## config.mk

```make
export PLATFORM = sky130hd
export DESIGN_NAME = ps2_dir_decoder
export DESIGN_NICKNAME = d
export VERILOG_FILES = /design/src/rtl/ps2_dir_decoder_pkg.sv /design/src/rtl/ps2_dir_decoder_rx_frame.sv /design/src/rtl/ps2_dir_decoder.sv
export SDC_FILE = /design/constraint.sdc
export NUM_CORES = 1
export LEC_CHECK = 0
export ABC_AREA = 1
export CELL_PAD_IN_SITES_DETAIL_PLACEMENT = 1
export CELL_PAD_IN_SITES_GLOBAL_PLACEMENT = 2
export CORE_AREA = 3 3 91 93
export CTS_BUF_LIST = sky130_fd_sc_hd__clkbuf_8
export DETAILED_ROUTE_END_ITERATION = 10
export DIE_AREA = 0 0 94 96
export GPL_ROUTABILITY_DRIVEN = 0
export HOLD_SLACK_MARGIN = 0.12
export PLACE_DENSITY = 0.77
export SYNTH_ARGS = -nofsm -noshare
export SYNTH_HDL_FRONTEND = slang
export SYNTH_HIERARCHICAL = 1
export SYNTH_SLANG_ARGS = --single-unit
export TNS_END_PERCENT = 30
```

## constraint.sdc

```tcl
create_clock -name VGA_clk -period 1.6 [get_ports VGA_clk]
set_input_delay 0.32 -clock VGA_clk [delete_from_list [all_inputs] [get_ports VGA_clk]]
set_output_delay 0.32 -clock VGA_clk [all_outputs]
set_load 0.05 [all_outputs]
```

## src/rtl/ps2_dir_decoder_pkg.sv

```systemverilog
// Shared constants for the PS/2 direction decoder: one-hot headings, scan codes,
// prefix-tracking state encoding and small scan-code lookup helpers.
package ps2_dir_decoder_pkg;

  localparam logic [3:0] DIR_NONE  = 4'b0000;
  localparam logic [3:0] DIR_UP    = 4'b0001;
  localparam logic [3:0] DIR_LEFT  = 4'b0010;
  localparam logic [3:0] DIR_DOWN  = 4'b0100;
  localparam logic [3:0] DIR_RIGHT = 4'b1000;

  localparam logic [7:0] SC_W     = 8'h1D;
  localparam logic [7:0] SC_A     = 8'h1C;
  localparam logic [7:0] SC_S     = 8'h1B;
  localparam logic [7:0] SC_D     = 8'h23;
  localparam logic [7:0] SC_UP    = 8'h75;
  localparam logic [7:0] SC_LEFT  = 8'h6B;
  localparam logic [7:0] SC_DOWN  = 8'h72;
  localparam logic [7:0] SC_RIGHT = 8'h74;
  localparam logic [7:0] SC_EXT   = 8'hE0;
  localparam logic [7:0] SC_BRK   = 8'hF0;

  typedef enum logic [1:0] {
    ST_IDLE    = 2'd0,
    ST_EXT     = 2'd1,
    ST_BRK     = 2'd2,
    ST_EXT_BRK = 2'd3
  } dec_state_t;

  function automatic logic [3:0] wasd_dir(input logic [7:0] code);
    case (code)
      SC_W:    wasd_dir = DIR_UP;
      SC_A:    wasd_dir = DIR_LEFT;
      SC_S:    wasd_dir = DIR_DOWN;
      SC_D:    wasd_dir = DIR_RIGHT;
      default: wasd_dir = DIR_NONE;
    endcase
  endfunction

  function automatic logic [3:0] arrow_dir(input logic [7:0] code);
    case (code)
      SC_UP:    arrow_dir = DIR_UP;
      SC_LEFT:  arrow_dir = DIR_LEFT;
      SC_DOWN:  arrow_dir = DIR_DOWN;
      SC_RIGHT: arrow_dir = DIR_RIGHT;
      default:  arrow_dir = DIR_NONE;
    endcase
  endfunction

  // Up/down and left/right sit two bit positions apart, so a 2-bit rotate flips heading.
  function automatic logic [3:0] opposite_dir(input logic [3:0] d);
    opposite_dir = {d[1:0], d[3:2]};
  endfunction

endpackage

```

## src/rtl/ps2_dir_decoder_rx_frame.sv

```systemverilog
// PS/2 frame receiver: synchronizes KB_clk/KB_data, shifts bits on synced falls,
// checks start/stop/odd parity and drops stalled frames via a watchdog.
module ps2_dir_decoder_rx_frame #(
  parameter int TIMEOUT_CYCLES = 5000
) (
  input  logic       VGA_clk,
  input  logic       reset,
  input  logic       KB_clk,
  input  logic       KB_data,
  output logic       byte_valid,
  output logic [7:0] rx_byte,
  output logic       err
);

  localparam int WD_W = $clog2(TIMEOUT_CYCLES + 1);

  logic       kb_clk_s1, kb_clk_s2, kb_clk_prev;
  logic       kb_data_s1, kb_data_s2;
  logic       fall;
  logic [3:0] bit_cnt;
  logic [9:0] shreg;
  logic [WD_W-1:0] wd_cnt;
  logic       frame_ok;

  assign fall = kb_clk_prev & ~kb_clk_s2;

  // On the 11th fall the stop bit is still on the synced data line, not in shreg.
  assign frame_ok = ~shreg[0] & kb_data_s2 & (^shreg[9:1]);

  always_ff @(posedge VGA_clk or posedge reset) begin
    if (reset) begin
      kb_clk_s1   <= 1'b1;
      kb_clk_s2   <= 1'b1;
      kb_clk_prev <= 1'b1;
      kb_data_s1  <= 1'b1;
      kb_data_s2  <= 1'b1;
      bit_cnt     <= 4'd0;
      shreg       <= 10'd0;
      wd_cnt      <= '0;
      byte_valid  <= 1'b0;
      rx_byte     <= 8'd0;
      err         <= 1'b0;
    end else begin
      kb_clk_s1   <= KB_clk;
      kb_clk_s2   <= kb_clk_s1;
      kb_clk_prev <= kb_clk_s2;
      kb_data_s1  <= KB_data;
      kb_data_s2  <= kb_data_s1;
      byte_valid  <= 1'b0;
      err         <= 1'b0;
      if (fall) begin
        wd_cnt <= '0;
        if (bit_cnt == 4'd10) begin
          bit_cnt <= 4'd0;
          if (frame_ok) begin
            byte_valid <= 1'b1;
            rx_byte    <= shreg[8:1];
          end else begin
            err <= 1'b1;
          end
        end else begin
          bit_cnt <= bit_cnt + 4'd1;
          shreg   <= {kb_data_s2, shreg[9:1]};
        end
      end else if (bit_cnt != 4'd0) begin
        if (wd_cnt == WD_W'(TIMEOUT_CYCLES)) begin
          wd_cnt  <= '0;
          bit_cnt <= 4'd0;
          err     <= 1'b1;
        end else begin
          wd_cnt <= wd_cnt + 1'b1;
        end
      end else begin
        wd_cnt <= '0;
      end
    end
  end

endmodule

```

## src/rtl/ps2_dir_decoder.sv

```systemverilog
// PS/2 keyboard to snake heading: tracks E0/F0 prefixes over received bytes and
// maintains the one-hot direction register with optional reversal blocking.
module ps2_dir_decoder
  import ps2_dir_decoder_pkg::*;
#(
  parameter int TIMEOUT_CYCLES = 5000,
  parameter bit BLOCK_REVERSE  = 1'b1
) (
  input  logic       VGA_clk,
  input  logic       reset,
  input  logic       KB_clk,
  input  logic       KB_data,
  output logic [3:0] direction,
  output logic       dir_strobe,
  output logic       frame_err
);

  logic       byte_valid;
  logic [7:0] rx_byte;
  logic       rx_err;
  dec_state_t dec_state, dec_next;
  logic [3:0] req;
  logic       accept;

  ps2_dir_decoder_rx_frame #(
    .TIMEOUT_CYCLES(TIMEOUT_CYCLES)
  ) u_rx (
    .VGA_clk   (VGA_clk),
    .reset     (reset),
    .KB_clk    (KB_clk),
    .KB_data   (KB_data),
    .byte_valid(byte_valid),
    .rx_byte   (rx_byte),
    .err       (rx_err)
  );

  assign frame_err = rx_err;

  always_comb begin
    dec_next = dec_state;
    req      = DIR_NONE;
    if (byte_valid) begin
      case (dec_state)
        ST_IDLE: begin
          if (rx_byte == SC_EXT)      dec_next = ST_EXT;
          else if (rx_byte == SC_BRK) dec_next = ST_BRK;
          else                        req      = wasd_dir(rx_byte);
        end
        ST_EXT: begin
          if (rx_byte == SC_BRK) begin
            dec_next = ST_EXT_BRK;
          end else begin
            req      = arrow_dir(rx_byte);
            dec_next = ST_IDLE;
          end
        end
        default: dec_next = ST_IDLE;
      endcase
    end
  end

  // Repeats of the current heading and (optionally) direct reversals never strobe.
  assign accept = (req != DIR_NONE) && (req != direction) &&
                  !(BLOCK_REVERSE && (direction != DIR_NONE) && (req == opposite_dir(direction)));

  always_ff @(posedge VGA_clk or posedge reset) begin
    if (reset) begin
      dec_state  <= ST_IDLE;
      direction  <= DIR_NONE;
      dir_strobe <= 1'b0;
    end else begin
      dec_state  <= rx_err ? ST_IDLE : dec_next;
      dir_strobe <= accept;
      if (accept) direction <= req;
    end
  end

endmodule

```

==> flow_summary.yaml <==
run_status:
  status: "finished with violations"
  violations: "negative setup slack"
timing:
  slew_violations: 0
  clock-skew-final_ns: 0.00538
  relSlewSlack: 0.680
  grt_setup_unrepaired: "true"
  setup_viol: 5
  final.period_utilization: 1.08
  max_freq_mhz: 581
  finalSetupTns_ns: -0.497
  tightest_slew_ns: 0.477
  finalWorstSetupSlack_ns: -0.121
  hold_violations: 0
  finalCriticalPeriod_ns: 1.72
pwr:
  comb_power_share: 0.341
  pwr-share-seq: 0.418
  p_switching_mw: 1.36
  power.total_mw: 3.82
  swShare: 0.355
  p_leak_nw: 1.73
  power_density_mw_per_mm2: 1010
  power.share.clock: 0.242
  internal-power_mw: 2.46
  max-vdd-ir-drop_mv: 0.606
synthesis:
  ys.flop_type: "dfrtp_1"
  netlist_area_mm2: 0.00282
  synth_edf_count: 0
  synth_top_area_cell: "dfrtp_1"
  yosys.area.top_type_share: 0.390
  synth.ff_latch_count: 49
  synth.area.top_cells: "dfrtp_1 39%, nand2_1 14%, inv_1 6.5%"
  avgSynthCellArea_um2: 7.63
  synth.distinct_cells: 29
  syn_nets: 379
  async_flop_share: 1.00
  synth_seq_area_share: 0.437
  yosysWarningCount: 6
  synthCells: 370
drt:
  wl_um: 7210
  dr.pass1.iters: 4
  ant_nets: 0
  routedWlPerCell_um: 13.6
  drt_iter0_drc: 50
  num_vias: 2581
  viasPerCell: 4.89
  drc: 0
finish:
  final_util: 0.495
  nets: 434
  drive_gt1_frac: 0.347
  seqCellArea_mm2: 0.00124
  n_antenna_cell: 0
  fillCellCount: 948
  multi_input_area_mm2: 0.00157
  area_growth_pct: 33.4
worst_setup_path:
  critPathLaunchType: "register"
  criticalPathCategory: "reg2reg"
  crit_fanout: 4
  crit_required_ns: 1.84
  r2r_slack_ns: -0.12
  r2r_end: "direction[1]"
  rr_worst_depth: 11
  cp_data_arrival_time_ns: 1.96
  timing.rr.start: "u_rx/rx_byte[1]"
  cp-end-kind: "register"
clocking:
  cts_tree: "yes"
  insertion_delay_ns: 0.30
  clk_path_buf_depth: 2
  cts_max_level: 2
  cts_sinks: 49
  numCtsBuffers: 5
  holdBufCountCts: 0
  clock-root-buffer: "clkbuf_8"
  clk_pin_slew_worst_paths_ns: 0.09
die:
  core_mm2: 0.00761
  top_level_ports: 10
  die_h_um: 96
  chipWidth_um: 94
  num_rows: 32
  die-area_mm2: 0.00902
  start_util: 0.371
placement:
  port_buffers: 9
  dpl.hpwl_um: 5200
global_route:
  grt_pass1_vias: 2567
  overflow: 0
  grt_max_degree: 24
  antenna_found_initial: 0
  grt_pass1_wl_um: 12000
  gr-usage-all-layers: 0.167
run:
  maxCapViolCount: 0
min_path:
  min_path_type: "in2async"
-- synthesized netlist by cell type (6+ instances only) --
cell type  count
nand2_2       14
nor2_2        11
dfrtp_1       44
nand2_1      105
nand3_2        8
nand3_1       25
nor2_1        27
o21ai_0       14
nor3_1         9
nand4_1       20
inv_1         49
a21oi_1        6
-- logic make-up after synthesis --
kind of cell,after synthesis,share of synthesized area
simple gates,228,0.398
buf+inv,57,0.0767
flops,49,0.437
compound gates,26,0.0505
xor+xnor,5,0.0155
fa+ha+maj,5,0.0222
-- timing repair --
item,in CTS,in global routing
resized for setup,28,32
setup buffers,8,8
endpoints found under the setup margin,7,31
gates cloned,0,1
pin swaps,17,17
-- critical path, cell delays in order, from the launching register on --
cell and delay (ns):
dfrtp_2 0.44, inv_2 0.09, nand2_2 0.08, nor2_2 0.15, nand3_2 0.10, nand2_2 0.10, nand2_2 0.08, buf_4 0.14
nand4_1 0.14, buf_4 0.15, nand4_1 0.11, nand2_1 0.09
-- power by group through the flow --
stage          clock network (mW)  logic (mW)  registers, mW
3_5_place_dp                    0        1.03           1.61
5_1_grt                      1.03        1.46           1.62
6_report                    0.922        1.30           1.59
4_1_cts                     0.970        1.05           1.59
2_1_floorplan                   0       0.730           1.56
3_3_place_gp                    0       0.992           1.60
-- per-layer routing --
metal	vias to the layer above	track usage	part of all wire
met5	-	0	0
met4	0	0.0493	0.017
met3	9	0.0274	0.018
met2	19	0.276	0.49
met1	1254	0.225	0.48
li1	1299	-	-
-- sequential cells by signal (all words and copies together), names as in the netlist --
signal / flops
u_rx/shreg: 10
dir_strobe: 1
u_rx/err: 1
u_rx/wd_cnt: 13
u_rx/kb_clk_prev: 1
u_rx/kb_data_s1: 1
u_rx/rx_byte: 8
u_rx/kb_clk_s2: 1
u_rx/byte_valid: 1
dec_state: 2
u_rx/bit_cnt: 4
u_rx/kb_data_s2: 1
direction: 4
u_rx/kb_clk_s1: 1
-- area by class of cell --
| cell class | instances | share of cell area |
|---|---|---|
| clock buffers | 6 | 0.0219 |
| clock inverters | 2 | 0.00997 |
| inverters | 54 | 0.0538 |
| multi-input cells | 265 | 0.417 |
| flip-flops and latches | 49 | 0.330 |
| well taps | 102 | 0.0339 |
| repair buffers | 50 | 0.134 |
-- how the worst max path moves through the flow --
stage                    startpoint  slack [ns]           end
floorplan           u_rx/rx_byte[1]        0.10  direction[0]
global placement    u_rx/rx_byte[5]       -0.07  direction[2]
detailed placement  u_rx/rx_byte[0]       -0.08  direction[1]
CTS                 u_rx/rx_byte[2]       -0.07  direction[1]
global route        u_rx/rx_byte[1]       -0.26  direction[1]
finish              u_rx/rx_byte[1]       -0.12  direction[1]
-- per-stage QoR --
step | setup slack, ns | instances | hold WS [ns] | instance area [um^2]
floorplan | 0.103 | 370 | 0.123 | 2820
global placement | -0.0729 | 503 | 0.347 | 3310
detailed placement | -0.0820 | 503 | 0.348 | 3310
CTS | -0.0691 | 519 | 0.286 | 3580
global route | -0.259 | 528 | 0.303 | 3760
finish | -0.121 | 528 | 0.285 | 3760
-- cells in the final DEF (no fill, tap or decap) --
master / Yosys / layout
nand2_1: 105 / 91
inv_1: 49 / 44
dfrtp_1: 44 / 37
buf_4: 0 / 36
nand2_2: 14 / 25
nor2_1: 27 / 22
nand4_1: 20 / 20
nand3_1: 25 / 19
o21ai_0: 14 / 14
nand3_2: 8 / 13
nor2_4: 4 / 12
inv_2: 5 / 9
buf_12: 0 / 9
nor2_2: 11 / 8
nor3_1: 9 / 8
dfrtp_2: 0 / 7
a21oi_1: 6 / 6
clkbuf_8: 0 / 6
dfstp_2: 5 / 5
ha_1: 5 / 4
nand2_4: 1 / 3
nand3_4: 1 / 3
clkdlybuf4s50_1: 0 / 3
xor2_1: 3 / 3
a311oi_2: 0 / 2
nor3_2: 1 / 2
o31ai_1: 2 / 2
xnor2_1: 2 / 2
buf_6: 0 / 2
clkinvlp_4: 0 / 1
bufinv_16: 0 / 1
nor4_2: 0 / 1
o21ai_2: 0 / 1
nand2_8: 0 / 1
nor3b_1: 1 / 1
o21ai_1: 2 / 1
clkinv_1: 0 / 1
ha_2: 0 / 1
Power figures use the tool's default switching activity.
